<file path="src/rtl/csa_sbox_stage.sv">
// csa_sbox_stage: two-stage pipelined S-box layer of the CSA stream-cipher datapath.
// Stage 1 gathers the seven 5-bit S-box inputs from an A-register snapshot; stage 2 registers the 14 lookup bits.
module csa_sbox_stage #(
   parameter int RND_W = 6
) (
   input  logic             clk,
   input  logic             rst_n,
   input  logic             in_valid,
   output logic             in_ready,
   input  logic [39:0]      in_a,
   input  logic             in_init,
   input  logic             in_last,
   output logic             out_valid,
   input  logic             out_ready,
   output logic [13:0]      out_s,
   output logic             out_init,
   output logic             out_last,
   output logic [RND_W-1:0] out_rnd
);

   localparam logic [1:0] SBOX1 [32] = '{
      2'd2, 2'd0, 2'd1, 2'd1, 2'd2, 2'd3, 2'd3, 2'd0, 2'd3, 2'd2, 2'd2, 2'd0, 2'd1, 2'd1, 2'd0, 2'd3,
      2'd0, 2'd3, 2'd3, 2'd0, 2'd2, 2'd2, 2'd1, 2'd1, 2'd2, 2'd2, 2'd0, 2'd3, 2'd1, 2'd1, 2'd3, 2'd0};
   localparam logic [1:0] SBOX2 [32] = '{
      2'd3, 2'd1, 2'd0, 2'd2, 2'd2, 2'd3, 2'd3, 2'd0, 2'd1, 2'd3, 2'd2, 2'd1, 2'd0, 2'd0, 2'd1, 2'd2,
      2'd3, 2'd1, 2'd0, 2'd3, 2'd3, 2'd2, 2'd0, 2'd2, 2'd0, 2'd0, 2'd1, 2'd2, 2'd2, 2'd1, 2'd3, 2'd1};
   localparam logic [1:0] SBOX3 [32] = '{
      2'd2, 2'd0, 2'd1, 2'd2, 2'd2, 2'd3, 2'd3, 2'd1, 2'd1, 2'd1, 2'd0, 2'd3, 2'd3, 2'd0, 2'd2, 2'd0,
      2'd1, 2'd3, 2'd0, 2'd1, 2'd3, 2'd0, 2'd2, 2'd2, 2'd2, 2'd0, 2'd1, 2'd2, 2'd0, 2'd3, 2'd3, 2'd1};
   localparam logic [1:0] SBOX4 [32] = '{
      2'd3, 2'd1, 2'd2, 2'd3, 2'd0, 2'd2, 2'd1, 2'd2, 2'd1, 2'd2, 2'd0, 2'd1, 2'd3, 2'd0, 2'd0, 2'd3,
      2'd1, 2'd0, 2'd3, 2'd1, 2'd2, 2'd3, 2'd0, 2'd3, 2'd0, 2'd3, 2'd2, 2'd0, 2'd1, 2'd2, 2'd2, 2'd1};
   localparam logic [1:0] SBOX5 [32] = '{
      2'd2, 2'd0, 2'd0, 2'd1, 2'd3, 2'd2, 2'd3, 2'd2, 2'd0, 2'd1, 2'd3, 2'd3, 2'd1, 2'd0, 2'd2, 2'd1,
      2'd2, 2'd3, 2'd2, 2'd0, 2'd0, 2'd3, 2'd1, 2'd1, 2'd1, 2'd0, 2'd3, 2'd2, 2'd3, 2'd1, 2'd0, 2'd2};
   localparam logic [1:0] SBOX6 [32] = '{
      2'd0, 2'd1, 2'd2, 2'd3, 2'd1, 2'd2, 2'd2, 2'd0, 2'd0, 2'd1, 2'd3, 2'd0, 2'd2, 2'd3, 2'd1, 2'd3,
      2'd2, 2'd3, 2'd0, 2'd2, 2'd3, 2'd0, 2'd1, 2'd1, 2'd2, 2'd1, 2'd1, 2'd2, 2'd0, 2'd3, 2'd3, 2'd0};
   localparam logic [1:0] SBOX7 [32] = '{
      2'd0, 2'd3, 2'd2, 2'd2, 2'd3, 2'd0, 2'd0, 2'd1, 2'd3, 2'd0, 2'd1, 2'd3, 2'd1, 2'd2, 2'd2, 2'd1,
      2'd1, 2'd0, 2'd3, 2'd3, 2'd0, 2'd1, 2'd1, 2'd2, 2'd2, 2'd3, 2'd1, 2'd0, 2'd2, 2'd3, 2'd0, 2'd2};

   logic [3:0]       a [1:9];
   logic [4:0]       gat [7];
   logic [4:0]       s1_x [7];
   logic             s1_valid, s1_init, s1_last;
   logic [RND_W-1:0] s1_rnd;
   logic             s2_valid;
   logic [RND_W-1:0] rnd_cnt;
   logic [13:0]      lut;
   logic             in_fire, out_fire, s2_load;

   // A1 bit 0 and all of A10 never reach an S-box.
   logic unused_a;
   assign unused_a = ^{in_a[39:36], in_a[0]};

   // Handshake: a transfer happens on a rising edge where valid && ready are both high;
   // valid never depends on ready, and output fields hold while out_valid && !out_ready.
   assign out_fire  = s2_valid & out_ready;
   assign s2_load   = s1_valid & (~s2_valid | out_fire);
   assign in_ready  = ~s1_valid | s2_load;
   assign in_fire   = in_valid & in_ready;
   assign out_valid = s2_valid;

   always_comb begin
      for (int k = 1; k <= 9; k++) begin
         a[k] = in_a[4*k-4 +: 4];
      end
   end

   // Bit gathering, MSB first, for each S-box input vector.
   always_comb begin
      gat[0] = {a[4][0], a[1][2], a[6][1], a[7][3], a[9][0]};
      gat[1] = {a[2][1], a[3][2], a[6][3], a[7][0], a[9][1]};
      gat[2] = {a[1][3], a[2][0], a[5][1], a[5][3], a[6][2]};
      gat[3] = {a[3][3], a[1][1], a[2][3], a[4][2], a[8][0]};
      gat[4] = {a[5][2], a[4][3], a[6][0], a[8][1], a[9][2]};
      gat[5] = {a[3][1], a[4][1], a[5][0], a[7][2], a[9][3]};
      gat[6] = {a[2][2], a[3][0], a[7][1], a[8][2], a[8][3]};
   end

   always_comb begin
      lut = {SBOX7[s1_x[6]], SBOX6[s1_x[5]], SBOX5[s1_x[4]], SBOX4[s1_x[3]],
             SBOX3[s1_x[2]], SBOX2[s1_x[1]], SBOX1[s1_x[0]]};
   end

   // The word being accepted carries the counter value before any clear.
   always_ff @(posedge clk or negedge rst_n) begin
      if (!rst_n) begin
         rnd_cnt <= '0;
      end else if (in_fire) begin
         rnd_cnt <= in_last ? '0 : rnd_cnt + 1'b1;
      end
   end

   always_ff @(posedge clk or negedge rst_n) begin
      if (!rst_n) begin
         s1_valid <= 1'b0;
         s1_init  <= 1'b0;
         s1_last  <= 1'b0;
         s1_rnd   <= '0;
         for (int i = 0; i < 7; i++) begin
            s1_x[i] <= '0;
         end
      end else begin
         s1_valid <= in_fire | (s1_valid & ~s2_load);
         if (in_fire) begin
            s1_x    <= gat;
            s1_init <= in_init;
            s1_last <= in_last;
            s1_rnd  <= rnd_cnt;
         end
      end
   end

   always_ff @(posedge clk or negedge rst_n) begin
      if (!rst_n) begin
         s2_valid <= 1'b0;
         out_s    <= '0;
         out_init <= 1'b0;
         out_last <= 1'b0;
         out_rnd  <= '0;
      end else begin
         s2_valid <= s2_load | (s2_valid & ~out_fire);
         if (s2_load) begin
            out_s    <= lut;
            out_init <= s1_init;
            out_last <= s1_last;
            out_rnd  <= s1_rnd;
         end
      end
   end

endmodule

</file>
<file path="config.mk">
export PLATFORM = sky130hd
export DESIGN_NAME = csa_sbox_stage
export DESIGN_NICKNAME = d
export VERILOG_FILES = /design/src/rtl/csa_sbox_stage.sv
export SDC_FILE = /design/constraint.sdc
export NUM_CORES = 1
export LEC_CHECK = 0
export BUFFER_PORTS_ARGS = -buffer_cell sky130_fd_sc_hd__buf_4
export CORE_UTILIZATION = 50
export DETAILED_ROUTE_END_ITERATION = 16
export PLACE_DENSITY = 0.84
export SYNTH_ARGS = -nofsm -noshare
export SYNTH_HDL_FRONTEND = slang
export SYNTH_SLANG_ARGS = --single-unit
</file>
<file path="constraint.sdc">
create_clock -name clk -period 2.3 [get_ports clk]
set_clock_uncertainty 0.2 [all_clocks]
set_input_delay 0.46 -clock clk [delete_from_list [all_inputs] [get_ports clk]]
set_output_delay 0.46 -clock clk [all_outputs]
set_load 0.05 [all_outputs]
</file>
== Yosys cells after proc, flatten, opt, wreduce, memory -nomap -nowiden ==
Memory sizes are Yosys's and may differ from the RTL's. A register that Yosys moved wholly into a read port is not among the register bits.
Index checks and enable logic that the tools add are counted.
Cells by class
  add/subtract/negate cells: 1
  reduce and logical (&&, ||, !) cells: 7
  bitwise gates (word level): 20
  multiplexer cells: 1
Operators by type and width (count)
  inverter 5 -> 6 bit: 7
  zero test 1 bit: 7
  adder 6 x 1 -> 6 bit, second input constant: 1
  2-to-1 mux 6 bit: 1
  AND 1 bit: 5
  inverter 1 bit: 4
  OR 1 bit: 4
Storage, ports and cells
  word-level logic and storage cells: 52
  flip-flop bits (word level): 59
  output and inout port bits: 24
  ROM bits: 448
  memories kept: 7
Memory list
  (name not given): depth 32, width 2, read ports 1, clocked after memory_dff 1, wr ports 0, line 84  | SBOX3[s1_x[2]], SBOX2[s1_x[1]], SBOX1[s1_x[0]]};
  (name not given): depth 32, width 2, read ports 1, clocked after memory_dff 1, wr ports 0, line 84
  (name not given): depth 32, width 2, read ports 1, clocked after memory_dff 1, wr ports 0, line 84
  (name not given): depth 32, width 2, read ports 1, clocked after memory_dff 1, wr ports 0, line 83  | lut = {SBOX7[s1_x[6]], SBOX6[s1_x[5]], SBOX5[s1_x[4]], SBOX4[s1_x[3]],
  (name not given): depth 32, width 2, read ports 1, clocked after memory_dff 1, wr ports 0, line 83
  (name not given): depth 32, width 2, read ports 1, clocked after memory_dff 1, wr ports 0, line 83
  +1 memories

== Depth between registers and ports, before layout ==
Gate-level depths: netlist (run 1).
  depth in word-level cells: 6
  depth in mapped cells: 6
  mapped depth without buffers: 6

== Worst setup path before layout (run 1) ==
No wires, ideal clock.
  path type: reg-to-reg
  start: register s2_valid (netlist: out_valid)
  end: register s1_init
  path slack: -0.083 ns
  arrival time: 2.059 ns
  stages on the path, launching flop included: 5
  clock period less this slack: 2.383 ns
  data required time: 1.975 ns
  library setup time: 0.125 ns
  buffers on the path: 1
  cells stage by stage: dfrtp_1 -> nand3b_1 -> nand2_1 -> buf_2 -> mux2_2
Between the ends
  cells in the longest elaborated chain, start to end: 5
  elaborated cells between the ends (all ways): 6
Ends and longest elaborated chain
  start: declaration: line 48  | logic s2_valid;
  start signal: assignment: line 124  | s2_valid <= s2_load | (s2_valid & ~out_fire);
  AND 1 bit / inverter 1 bit (equally long branches): line 59, 60
  OR 1 bit *: line 60  | assign s2_load = s1_valid & (~s2_valid | out_fire);
  AND 1 bit *: line 60
  OR 1 bit *: line 61  | assign in_ready = ~s1_valid | s2_load;
  net in_ready: line 9  | output logic in_ready,
  AND 1 bit *: line 62  | assign in_fire = in_valid & in_ready;
  end signal: assignment: line 109  | s1_init <= in_init;
  end: declaration: line 46  | logic s1_valid, s1_init, s1_last;
The timed path passes the listed nets; every way through them passes the cells marked *.
A chain may end at the register's enable or synchronous reset.

== Worst setup path in the final report (run 1) ==
  start: register s1_x[30] (netlist name)
  end: register out_s[1]
Between the ends
  cells in the longest elaborated chain, start to end: 1
Ends and longest elaborated chain
  start: declaration: line 45  | logic [4:0] s1_x [7];
  start signal: assignment: line 108  | s1_x <= gat;
  inverter 5 -> 6 bit (not written as such): line 84
  end: declaration: line 15  | output logic [13:0] out_s,
No other way between the ends.

==> results of run 1 <==
## sequential cells by signal, indices dropped and copies added (netlist names), 6 cells and up
register  cells
out_rnd       6
rnd_cnt       6
s1_x         35
s1_rnd        6
out_s        14
## synthesized netlist by cell type, types with 6 or more instances
master / instances / share of area [%]
a31oi_1: 6 / 0.92
buf_2: 11 / 1.3
dfrtp_1: 73 / 45
ha_1: 35 / 11
inv_1: 23 / 2.1
mux2_2: 44 / 12
mux2i_1: 13 / 3.2
mux4_2: 8 / 4.4
nand2_1: 43 / 3.9
nand2b_1: 11 / 1.7
nor2_1: 10 / 0.92
o21ai_0: 17 / 2.1
## metrics by stage
stage / hold slack, ps / instance area (um^2) / utilization (%) / cells
global placement: 244.1 / 4683 / 59.98 / 511
detailed placement: 255.0 / 4683 / 59.98 / 511
global route: 124.1 / 4946 / 63.35 / 528
CTS: 111.1 / 4946 / 63.35 / 528
floorplan: -35.59 / 4090 / - / 356
finish: 124.0 / 4946 / 63.35 / 528
## power groups by stage
stage / sequential [uW] / combinational [uW] / clock [uW]
3_3_place_gp: 1800 / 1460 / 0
3_5_place_dp: 1820 / 1520 / 0
6_report: 1800 / 1520 / 1260
2_1_floorplan: 2130 / 758 / 0
4_1_cts: 1800 / 1530 / 1290
5_1_grt: 1840 / 1640 / 1330
## worst paths after layout
| kind | start | slack (ps) | to | cells after the start |
|---|---|---|---|---|
| min in group asynchronous | rst_n | 440 | out_rnd[0] | 2 |
| min reg2reg | s1_rnd[1] | 280 | out_rnd[1] | 2 |
| min | in_valid | 120 | s1_valid | 2 |
| max | s1_x[30] | 300 | out_s[1] | 4 |
| max reg2reg | s1_x[30] | 300 | out_s[1] | 4 |
| max in group asynchronous | rst_n | 880 | s1_x[2] | 3 |
## layer usage
metal | share of wire (%) | track usage (%) | wire length, um
met3 | 4.1 | 3.777 | 320
met5 | 0 | 0 | 0
met4 | 1.1 | 8.073 | 89
met1 | 45 | 24.76 | 3485
met2 | 50 | 35.86 | 3932
## cells by family after synthesis
family                     share of synthesized area, %
and+or+nand+nor                                   9.272
DFF                                               44.68
muxes                                             21.18
AOI/OAI and AO/OA                                 8.323
buffers and inverters                             4.559
adders and majority gates                         10.71
xor gates and xnor gates                          1.285
## cell type report
class	count	area [um^2]
clock buffers	10	137.6
clock inverters	6	115.1
fillers	621	2861
inverters	23	86.33
multi-input cells	243	2078
flip-flops and latches	73	1828
well taps	102	127.6
repair buffers	71	573.1
## worst max-delay path, stage by stage, from the launching register on
cell	delay (ps)
dfrtp_1	440
inv_1	130
ha_1	340
mux4_2	480
a221o_1	300
## repair_timing
item / in CTS / in global routing
gates resized for setup: 0 / 0
hold endpoints to repair: 42 / 0
buffers inserted: 0 / 0
hold buffers: 1 / 0
setup endpoints to repair: 0 / 0
==> metrics.txt, run 1 <==
outcome finished, final reports clean; kind of critical path reg -> reg; switch share 35.60%; Comb pwr share 33.1%; Routed WL 7.826 mm; post-route setup slack 299.0 ps; Internal Power 2948 uW; first-pass GRT wire length 13.72 mm; Pre-Repair DR Iteration Count 6; Rel. slew slack 45.65%; Final Max Tran Viols 0; power per cell area 925.5 nW/um^2; Post-Route Setup TNS 0 ps; most common flop cell mapped by yosys dfrtp_1; Worst-Margin Slew 814.7 ps; layout net count 502; synth unique cells 41; fmax 499.7 MHz; Mapped Cells 356; clk_lat worst skew 350 ps; Syn Nets 437; Worst Path Arrival 2040 ps; syn avg cell area 11.49 um^2; final count of hold timing violations 0; Chip Width 92.43 um; leakage dissipation 0.002379 uW; most common cell after layout, fill and taps aside dfrtp_1; DP HPWL 5.639 mm; Req. time, crit path 2340 ps; die area 8543 um^2; EDFF count, synth 0; CTS Buffer Depth 2; H-tree depth 3; Final min period 2001 ps; PortBufs 64; Ports 70; P_sw 1629 uW; Hold Crit Class in -> reg; wire per inst 14.82 um; Area Growth Syn to Fin 20.96%; 1st-iter DRT viols 68; area of the core 7807 um^2; Ys Warns 0; CP Max Fanout 5; Core Rows 32; DIE HEIGHT 92.43 um; grt total ovfl 0; number of global-route vias before repair 3014; RSZ-0062 raised after global routing no; initial antenna violation count 0; CTS buffer count 9; CTS clock-pin slew for the worst setup and hold paths 80 ps; Ant. Diodes 0; most frequent cells in the layout dfrtp_1, buf_4, mux2_2; Worst IR Drop VDD 471.9 uV; crit start category register; Initial Util 52.37%; largest net degree at the start of global routing 44; GP Congestion 0.8137; layout cell share with drive strength beyond 1 34.98%; clk sink count 73; Yosys reg bits 73; sequential element share of the synthesized area 44.68%; Tot Pwr 4578 uW; Flop pwr share 39.3%; worst slack, placed 272.8 ps; vias per cell 5.424; post-route ant nets 0; DRC Markers 0; Max Cap Viol 0; async set-reset flop share out of synthesis 100.0%; root buffer cell clkbuf_8; Setup crit end kind register; clock power share 27.5%; CTS tree done; Mapped Area 4089 um^2; # setup viols final 0; Tot GR Track Use 20.44%; DR vias 2864; Tcrit/Tclk final 87.00%
No activity file was read; power rests on OpenSTA's default activity.
==> inputs of run 2 (changes only) <==
Settings changed: CORE_MARGIN set to 5, CTS_BUF_LIST set to sky130_fd_sc_hd__clkbuf_4 sky130_fd_sc_hd__clkbuf_8.
==> metrics.txt, run 2 (synthesis gave the netlist of run 1 again) <==
fillers 662 (+6.6%); post-route ant nets 0 (unchanged); clk sink count 73 (unchanged); H-tree depth 3 (unchanged); Final min period 2006 ps (+4.699 ps); power per cell area 934.6 nW/um^2 (+0.99%); leakage dissipation 0.002369 uW (-0.44%); DIE HEIGHT 100.4 um (+8.7%); most flop-heavy register s1_x; 1st-iter DRT viols 57 (-16%); Chip Width 100.4 um (+8.7%); wire per inst 14.68 um (-0.92%); CTS Buffer Depth 2 (unchanged); Ports 70 (unchanged); Max Cap Viol 0 (unchanged); die area 10090 um^2 (+18%); Post-CTS Setup Bufs 0 (unchanged); CTS buffer count 9 (unchanged); CP Max Fanout 5 (unchanged); Ant. Diodes 0 (unchanged); Critical Path Slowest Stage Cell mux4_2; kind of critical path reg -> reg; layout cell share with drive strength beyond 1 34.82% (-0.15 points); Pre-Repair DR Iteration Count 4 (-2); CTS clock-pin slew for the worst setup and hold paths 80 ps (about the same); Core Rows 33 (+3.1%); final count of hold timing violations 0 (unchanged); Tot Pwr 4620 uW (+0.93%); first-pass GRT wire length 13.61 mm (-0.76%); outcome finished, final reports clean; max FFs per register 35 (unchanged); Setup crit end kind register; Largest regs s1_x: 35 flops, out_s: 14 flops; initial antenna violation count 0 (unchanged); Worst-Margin Slew 516.1 ps (-298.6 ps); Area Growth Syn to Fin 20.90% (about the same); crit start category register; # setup viols final 0 (unchanged); CP Cell Sequence inv_1 -> ha_1 -> mux2_4 -> mux4_2 -> o21ai_2; fmax 498.6 MHz (-0.23%); layout net count 501 (-0.20%); most frequent cells in the layout dfrtp_1, buf_4, mux2_2; Rel. slew slack 65.58% (+20 points); GP Congestion 0.8091 (-0.57%); Routed WL 7.783 mm (-0.55%); Initial Util 50.53% (-1.8 points); CTS tree done; Tot GR Track Use 16.93% (-3.5 points); PortBufs 64 (unchanged); root buffer cell clkbuf_8; CP peak stage delay 470 ps (about the same); Post-Route Setup TNS 0 ps (unchanged); Final Max Tran Viols 0 (unchanged); DRC Markers 0 (unchanged); number of global-route vias before repair 2855 (-5.3%); clk_lat worst skew 340 ps (about the same); Worst IR Drop VDD 416.0 uV (-12%); Req. time, crit path 2370 ps (+30 ps); DP HPWL 5.572 mm (-1.2%); most common cell after layout, fill and taps aside dfrtp_1; Worst Path Arrival 2080 ps (+40 ps); largest net degree at the start of global routing 53 (+20%); RSZ-0062 raised after global routing no; grt total ovfl 0 (unchanged); Tcrit/Tclk final 87.21% (+0.20 points); area of the core 8093 um^2 (+3.7%); vias per cell 5.326 (-1.8%); DR vias 2823 (-1.4%); Hold Crit Class in -> reg
## run 2: metrics by stage
stage,utilization (%),hold WS (ps),cell area [um^2],cells,worst slack (ps)
final,61.09,135.6,4943,530,294.3
after global routing,61.09,119.6,4943,530,161.2
after CTS,61.09,129.1,4943,530,298.1
after detailed placement,57.67,238.3,4667,513,319.0
after global placement,57.67,235.4,4667,513,352.0
after floorplan,-,-35.59,4090,356,73.84
## run 2: worst max-delay path, delay by kind of cell (launching register included)
kind                     cells  cell delay, ps
AO/OA/AOI/OAI                1             110
buffers and inverters        1             120
adder cells (fa/ha/maj)      1             360
flip-flops                   1             420
multiplexers                 2             740
## run 2: routing by layer
layer / part of all wire [%] / GRT usage (%) / vias up
met5: 0 / 0 / -
met4: 1.6 / 5.699 / 0
met3: 4.0 / 3.822 / 12
met2: 50 / 28.29 / 58
met1: 44 / 21.75 / 1382
li1: - / - / 1371
## run 2: power by group
part           total, uW  internal [uW]  switching (uW)
clock               1320            830             492
sequential          1790           1530             265
combinational       1510            664             842
total               4620           3020            1600
## run 2: layout make-up
| class | count | area (um^2) | share of cell area (%) |
|---|---|---|---|
| Multi-Input combinational cell | 243 | 2078 | 42.04 |
| Sequential cell | 73 | 1828 | 36.98 |
| Timing Repair Buffer | 70 | 553.0 | 11.19 |
| Clock inverter | 7 | 142.6 | 2.885 |
| Tap cell | 105 | 131.4 | 2.658 |
| Clock buffer | 9 | 123.9 | 2.506 |
| Inverter | 23 | 86.33 | 1.746 |
## run 2: repair_timing
action                                 in CTS  in global routing
endpoints found under the hold margin      31                  0
hold buffers                                1                  0
gates resized for setup                     0                  0
## run 2: worst paths after layout
check	startpoint	slack [ps]	depth (start not counted)	to
max in group asynchronous	rst_n	940	3	out_valid
min in group asynchronous	rst_n	390	2	s1_x[32]
setup reg to reg	s1_x[5]	290	5	out_s[11]
hold / removal	in_valid	140	2	s1_valid
setup / recovery	s1_x[5]	290	5	out_s[11]
hold reg to reg	s1_rnd[4]	280	2	out_rnd[4]
==> inputs of run 3 (changes only) <==
Settings changed: PLACE_DENSITY 0.84 to not set, PLACE_DENSITY_LB_ADDON set to 0.3.
==> metrics.txt, run 3 (synthesis gave the netlist of run 1 again) <==
Area Growth Syn to Fin 20.35%; Worst Path Buf+Inv 1 (unchanged); Chip Width 100.4 um (unchanged); CTS resizes 0 (unchanged); fmax 498.8 MHz (about the same); number of global-route vias before repair 2887 (+1.1%); Largest regs s1_x: 35 flops, out_s: 14 flops; CP Cell Sequence inv_1 -> ha_1 -> mux2_4 -> mux4_2 -> o21ai_2; layout cell share with drive strength beyond 1 35.13% (+0.31 points); Worst IR Drop VDD 501.0 uV (+20%); post-route ant nets 0 (unchanged); Final Max Tran Viols 0 (unchanged); clk_lat worst skew 330 ps (about the same); kind of critical path reg -> reg; Core Rows 33 (unchanged); fillers 700 (+5.7%); Tot GR Track Use 16.49% (-0.44 points); DRC Markers 0 (unchanged); Ports 70 (unchanged); clk sink count 73 (unchanged); Tcrit/Tclk final 87.17% (about the same); DIE HEIGHT 100.4 um (unchanged); post-route setup slack 295.2 ps (+0.8950 ps); outcome finished, final reports clean; 1st-iter DRT viols 117 (+110%); initial antenna violation count 0 (unchanged); CTS buffer count 9 (unchanged); Final min period 2005 ps (-0.8950 ps); DP HPWL 5.611 mm (+0.70%); PortBufs 64 (unchanged); Pre-Repair DR Iteration Count 4 (unchanged); most common cell after layout, fill and taps aside dfrtp_1; wire per inst 14.47 um (-1.5%); Multi-input gate area 2078 um^2 (unchanged); area of the core 8093 um^2 (unchanged); placed cell area 4682 um^2 (+0.32%); register area 1828 um^2 (unchanged); most frequent cells in the layout dfrtp_1, buf_4, mux2_2; first-pass GRT wire length 13.25 mm (-2.7%); Worst-Margin Slew 530.5 ps (+14.38 ps); most flop-heavy register s1_x; # setup viols final 0 (unchanged); crit start category register; CP peak stage delay 460 ps (about the same); leakage dissipation 0.002372 uW (+0.12%); CP Depth 5 (unchanged); CTS Buffer Depth 2 (unchanged); Routed WL 7.697 mm (-1.1%); root buffer cell clkbuf_8; max FFs per register 35 (unchanged); largest net degree at the start of global routing 42 (-21%); Worst Path Arrival 2070 ps (about the same); Req. time, crit path 2370 ps (about the same); H-tree depth 3 (unchanged); DR vias 2765 (-2.1%); Tot Pwr 4423 uW (-4.3%); design area 4921 um^2 (-0.46%); CP Max Fanout 5 (unchanged); layout net count 503 (+0.40%); Crit path max-delay family multiplexers; Setup crit end kind register; final count of hold timing violations 0 (unchanged); Max Cap Viol 0 (unchanged); Ant. Diodes 0 (unchanged); Rel. slew slack 64.62% (-0.96 points); Post-CTS Setup Bufs 0 (unchanged); Hold Crit Class in -> reg; CTS Hold Bufs 1 (unchanged); CTS clock-pin slew for the worst setup and hold paths 70 ps (about the same); power per cell area 898.7 nW/um^2 (-3.8%); CTS tree done; grt total ovfl 0 (unchanged); GP Congestion 0.8225 (+1.7%); Post-Route Setup TNS 0 ps (unchanged); RSZ-0062 raised after global routing no; vias per cell 5.197 (-2.4%); die area 10090 um^2 (unchanged); Hold Path Cell Cnt 2 (unchanged); Initial Util 50.53% (unchanged); R2R cell count 5 (unchanged); worst slack, placed 305.6 ps (-13.38 ps); Final Util 60.81% (-0.28 points); Critical Path Slowest Stage Cell mux4_2
## run 3: where the power goes
group / switching [uW] / leakage [uW] / internal (uW)
clock network: 461 / 0.000115 / 666
logic: 839 / 0.00137 / 666
registers: 260 / 0.000887 / 1530
total: 1560 / 0.00237 / 2860
## run 3: metal layers
metal	up-vias	GRT usage (%)	wire length, um
met5	-	0	0
met4	0	4.663	65
met3	7	4.170	300
met2	44	28.49	4001
met1	1346	20.46	3330
li1	1368	-	-
## run 3: worst paths after layout
| kind | start | endpoint | slack, ps |
|---|---|---|---|
| worst max-delay path | s1_x[5] | out_s[11] | 300 |
| worst min-delay path | in_valid | s1_valid | 140 |
| worst max register to register | s1_x[5] | out_s[11] | 300 |
| worst min register to register | s1_rnd[1] | out_rnd[1] | 260 |
| max in group asynchronous | rst_n | out_s[2] | 890 |
| min in group asynchronous | rst_n | out_rnd[0] | 430 |
## run 3: stage by stage
stage	hold WS, ps	instances
2_1_floorplan	-35.59	356
3_3_place_gp	244.0	515
3_5_place_dp	252.7	515
4_1_cts	122.8	532
5_1_grt	126.4	532
6_report	141.2	532
## run 3: cell type report
class                   instances  share of cell area (%)
clock buffers                  11                   3.077
multi-input cells             243                   42.23
clock inverters                 5                   1.576
repair buffers                 72                   11.54
inverters                      23                   1.754
flip-flops and latches         73                   37.15
well taps                     105                   2.670
